File: src/rtl/vdma_pkg.sv
// Shared definitions for the VDMA read-channel output stage.
package vdma_pkg;

   typedef enum logic [1:0] {
      IDLE       = 2'd0,
      WAIT_FRAME = 2'd1,
      ACTIVE     = 2'd2,
      RESYNC     = 2'd3
   } state_t;

   localparam int UF_CNT_W = 16;

   // Timing bundle carried down the delay line; vs/hs are polarity-normalised.
   typedef struct packed {
      logic vs;
      logic hs;
      logic de;
      logic rd;
   } timing_t;

   function automatic logic [UF_CNT_W-1:0] sat_inc(input logic [UF_CNT_W-1:0] v);
      return (&v) ? v : v + UF_CNT_W'(1);
   endfunction

endpackage

File: src/rtl/pixel_stream_out_timing_delay.sv
// Fixed-depth shift register for the timing bundle; matches unpacker read latency.
module timing_delay
   import vdma_pkg::*;
#(
   parameter int      DEPTH   = 1,
   parameter timing_t RST_VAL = '0
) (
   input  logic    clock,
   input  logic    rst_n,
   input  timing_t din,
   output timing_t dout
);

   timing_t stage_reg [DEPTH];

   always_ff @(posedge clock or negedge rst_n) begin
      if (!rst_n) begin
         for (int i = 0; i < DEPTH; i++) begin
            stage_reg[i] <= RST_VAL;
         end
      end else begin
         stage_reg[0] <= din;
         for (int i = 1; i < DEPTH; i++) begin
            stage_reg[i] <= stage_reg[i-1];
         end
      end
   end

   assign dout = stage_reg[DEPTH-1];

endmodule

File: src/rtl/pixel_stream_out.sv
// VDMA read-path output stage: issues pixel reads against external timing,
// re-times unpacker data, and recovers from buffer underflow at the next frame.
module pixel_stream_out
   import vdma_pkg::*;
#(
   parameter int                  DSIZE   = 24,
   parameter int                  LAT     = 1,
   parameter bit                  VS_POL  = 1'b1,
   parameter bit                  HS_POL  = 1'b1,
   parameter logic [DSIZE-1:0]    BLANK   = '0,
   // Reset value of the underflow counter; nonzero only to exercise saturation.
   parameter logic [UF_CNT_W-1:0] UF_INIT = '0
) (
   input  logic                clock,
   input  logic                rst_n,
   input  logic                enable,
   input  logic                ivs,
   input  logic                ihs,
   input  logic                ide,
   input  logic                buf_empty,
   output logic                ord_en,
   output logic                ialign,
   output logic                force_rd,
   input  logic [DSIZE-1:0]    idata,
   output logic                ovs,
   output logic                ohs,
   output logic                ode,
   output logic [DSIZE-1:0]    odata,
   output logic                underflow,
   output logic [UF_CNT_W-1:0] uf_count
);

   // Delay-line contents that decode back to raw vs=hs=de=0.
   localparam timing_t DLY_RST = '{vs: ~VS_POL, hs: ~HS_POL, de: 1'b0, rd: 1'b0};

   state_t                state_reg, state_next;
   logic                  vs_act, hs_act;
   logic                  vs_prev_reg;
   logic                  fs;
   logic [UF_CNT_W-1:0]   uf_count_reg;
   timing_t               tim_in, tim_dly;

   assign vs_act = (ivs == VS_POL);
   assign hs_act = (ihs == HS_POL);
   assign fs     = vs_act & ~vs_prev_reg;

   always_ff @(posedge clock or negedge rst_n) begin
      if (!rst_n) begin
         state_reg   <= IDLE;
         vs_prev_reg <= 1'b0;
      end else begin
         state_reg   <= state_next;
         vs_prev_reg <= vs_act;
      end
   end

   always_comb begin
      state_next = state_reg;
      ord_en     = 1'b0;
      ialign     = 1'b0;
      force_rd   = 1'b0;
      underflow  = 1'b0;
      if (!enable) begin
         state_next = IDLE;
      end else begin
         case (state_reg)
            IDLE: begin
               state_next = WAIT_FRAME;
            end
            WAIT_FRAME: begin
               if (fs) begin
                  ialign     = 1'b1;
                  state_next = ACTIVE;
               end
            end
            ACTIVE: begin
               ord_en = ide & ~buf_empty;
               // A frame start masks a same-cycle empty buffer: realign instead.
               if (fs) begin
                  ialign = 1'b1;
               end else if (ide && buf_empty) begin
                  underflow  = 1'b1;
                  state_next = RESYNC;
               end
            end
            RESYNC: begin
               if (fs) begin
                  ialign     = 1'b1;
                  force_rd   = 1'b1;
                  state_next = ACTIVE;
               end
            end
            default: begin
               state_next = IDLE;
            end
         endcase
      end
   end

   always_ff @(posedge clock or negedge rst_n) begin
      if (!rst_n) begin
         uf_count_reg <= UF_INIT;
      end else if (underflow) begin
         uf_count_reg <= sat_inc(uf_count_reg);
      end
   end

   assign uf_count = uf_count_reg;

   assign tim_in = '{vs: vs_act, hs: hs_act, de: ide, rd: ord_en};

   timing_delay #(
      .DEPTH   (LAT),
      .RST_VAL (DLY_RST)
   ) u_timing_delay (
      .clock (clock),
      .rst_n (rst_n),
      .din   (tim_in),
      .dout  (tim_dly)
   );

   // The delayed rd lines up with the unpacker's registered pixel.
   always_ff @(posedge clock or negedge rst_n) begin
      if (!rst_n) begin
         ovs   <= 1'b0;
         ohs   <= 1'b0;
         ode   <= 1'b0;
         odata <= BLANK;
      end else begin
         ovs   <= tim_dly.vs ~^ VS_POL;
         ohs   <= tim_dly.hs ~^ HS_POL;
         ode   <= tim_dly.de;
         odata <= tim_dly.rd ? idata : BLANK;
      end
   end

endmodule

File: config.mk
export PLATFORM = sky130hd
export DESIGN_NAME = pixel_stream_out
export DESIGN_NICKNAME = d
export VERILOG_FILES = /design/src/rtl/vdma_pkg.sv /design/src/rtl/pixel_stream_out_timing_delay.sv /design/src/rtl/pixel_stream_out.sv
export SDC_FILE = /design/constraint.sdc
export NUM_CORES = 1
export LEC_CHECK = 0
export CORE_UTILIZATION = 35
export DETAILED_ROUTE_END_ITERATION = 10
export PLACE_DENSITY = 0.7
export SLEW_MARGIN = 20
export SYNTH_ARGS = -nofsm -noshare
export SYNTH_HDL_FRONTEND = slang
export SYNTH_SLANG_ARGS = --single-unit
export TNS_END_PERCENT = 5
File: constraint.sdc
create_clock -name clock -period 1.9 [get_ports clock]
set_clock_uncertainty 0.2 [all_clocks]
set_input_delay 0.19 -clock clock [delete_from_list [all_inputs] [get_ports clock]]
set_output_delay 0.19 -clock clock [all_outputs]
set_load 0.03 [all_outputs]
==> results.cfg <==
[outcome]
status = finished with violations
failed_checks = setup timing

[logic_synthesis]
synth_cell_types = 27
synth.area.top_cells = dfrtp_1, and2_1, xor2_1
synthArstFlopShare_pct = 100
synth_edf_count = 0
ys_ff_latch = 49
ys_top_cells_by_count = dfrtp_1, and2_1, xor2_1
synth_flop_cell = dfrtp_1
yosysMostFrequentCell = dfrtp_1
yosysTopAreaCell = dfrtp_1
yosysWarningCount = 0
synth-seq-area-share_pct = 63.9
avgSynthCellArea_um2 = 13.3
yosysTopAreaCellShare_pct = 63.9
synth_cells = 144
synthesis.area_mm2 = 0.00192
syn_nets = 176

[cts]
tritoncts = yes
clk_latency_ns = 0.30
cts.htree.levels = 2
clockBufferDepth = 2
clkTransAtPathRegs_ns = 0.09
clock-sinks = 49
root_buffer = clkbuf_8
cts-buffers-inserted = 5

[floorplanning]
core_mm2 = 0.00520
die_x_um = 76.1
num_rows = 26
start_util_pct = 36.9
dieArea_mm2 = 0.00578
ios = 78
die_height_um = 76.1

[grt]
grt_antenna_before_repair = 0
grt_pass1_wl_um = 7260
grt_pass1_vias = 1567
grt_usage_pct = 16.1
grt.overflow.total = 0
grt_max_degree = 29

[timing]
setup_viol_count_final = 4
min_period_ns = 1.94
worst_slew_pin_slew_ns = 0.560
finalCritPeriodShare_pct = 102
slew_headroom_pct = 62.7
max_freq_mhz = 515
setup_slack_ns = -0.0429
rsz0062_at_grt = true
hold_viol_final = 0
finalMaxSlewViolations = 0

[setup_path]
slowest_delay_ns = 0.41
reg2reg_from = state_reg[0]
crit_type = reg -> reg
critPathSlowestCell = dfrtp_1
arrival_ns = 1.94
crit_fanout = 6
cp_cell_sequence = nand3b_4 > or3_4 > buf_4 > nor3_4 > mux2_2
cp-end-kind = flip-flop
cp-start-kind = flip-flop
r2r_slack_ns = -0.04
worstRegToRegCells = 5
rr_endpoint = uf_count[12]
worstPathRequired_ns = 1.90

[placed_design]
numPortBuffers = 77
gp_congestion = 0.772
dp_hpwl_um = 2990

[final_layout]
nets = 277
antenna_cells = 0
largest_reg_flops = 24
postLayoutCoreUtil_pct = 60.1
layout-area-overhead-vs-synth_pct = 63.0
layout-drive-gt1-share_pct = 23.2

[power]
ir_drop_mv = 0.370
fin_total_pwr_mw = 2.02
power.density_mw_per_mm2 = 647
leakagePower_nw = 1.51

[drt]
drc_errors = 0
ant_nets = 0
wl_um = 4320
vias = 1462
wl_per_cell_um = 13.7
drtIter0Drc = 75
viasPerCell = 4.63
dr.pass1.iters = 4

[min_path]
hold_start = ihs
hold_depth = 1
hold_end = u_timing_delay.dout[2]
hold_path_class = in -> reg

[job]
drv_cap = 0
cells in the final DEF, fill, tap and decap left out, drive strengths merged:
| master | n |
|---|---|
| nand2 | 6 |
| nor2b | 2 |
| clkbuf | 6 |
| clkinvlp | 1 |
| nor4 | 10 |
| o211a | 2 |
| nand3b | 1 |
| nand4 | 5 |
| mux2 | 2 |
| dlygate4sd3 | 1 |
| nand3 | 5 |
| and2 | 24 |
| xor2 | 12 |
| or3 | 1 |
| and4 | 2 |
| bufinv | 1 |
| ha | 1 |
| a21oi | 1 |
| xnor2 | 2 |
| buf | 26 |
| nor3b | 2 |
| nor3 | 4 |
| nor2 | 3 |
| inv | 3 |
| clkdlybuf4s50 | 67 |
| or2 | 2 |
| dfrtp | 49 |
| dlymetal6s2s | 5 |
metrics by stage:
stage               hold WS, ns  worst slack (ns)  area [µm²]  TNS [ns]  cells
floorplan                -0.306          -0.00551        1930   -0.0237    144
global placement        -0.0218            -0.262        2890     -2.97    305
detailed placement      -0.0142            -0.328        2890     -3.60    305
CTS                       0.115           -0.0357        3050   -0.0969    315
global route              0.105           -0.0960        3130    -0.657    316
finish                    0.123           -0.0429        3130   -0.0930    316
cell families (layout without fill, tap and decap cells):
family          count (synthesis)  in the layout  share of synthesized area, %
flops                          49             49                          63.9
simple gates                   67             67                          23.7
xor+xnor                       14             14                          6.39
buf+inv                         8            110                          2.87
fa+ha+maj                       1              1                         0.652
mux                             2              2                          1.17
compound gates                  3              3                          1.30
power by group:
group / switching, mW / total (mW) / internal (mW)
clock: 0.342 / 0.770 / 0.428
combinational: 0.0803 / 0.185 / 0.105
sequential: 0.00929 / 1.07 / 1.06
worst max-delay path: cells and delay by family (launching register included):
| kind | cells | cell delay, ns |
|---|---|---|
| mux | 1 | 0.35 |
| simple gates | 3 | 0.69 |
| buf+inv | 1 | 0.19 |
| flops | 1 | 0.41 |
area by class of cell:
class	instances	area, µm²
multi-input combinational	87	722
inverter	3	11.3
sequential	49	1230
fill	428	2080
clock buffer	6	82.6
timing repair buffer	99	960
tap	70	87.6
clock inverter	2	37.5
worst max-delay path by stage:
stage          slack, ns         start            to
6_report           -0.04  state_reg[0]  uf_count[12]
2_1_floorplan     -0.006   uf_count[0]   uf_count[2]
5_1_grt             -0.1   uf_count[9]   uf_count[0]
3_3_place_gp       -0.26           ivs  uf_count[12]
4_1_cts            -0.04  state_reg[0]     underflow
3_5_place_dp       -0.33        enable  uf_count[13]
timing repair:
action                                 CTS  global route
setup endpoints to repair                7            21
setup buffers                            1             0
gates cloned                             0             1
pin swaps                                2             6
hold buffers                             1             0
resized for setup                        6            18
endpoints found under the hold margin   21             0
per-layer routing:
layer / GRT usage (%) / wire (µm) / vias to the layer above
li1: - / - / 685
met1: 17.8 / 1760 / 719
met2: 28.5 / 2250 / 51
met3: 4.67 / 233 / 7
met4: 7.31 / 76 / 0
met5: 0 / 0 / -
Power figures use the tool's default switching activity.
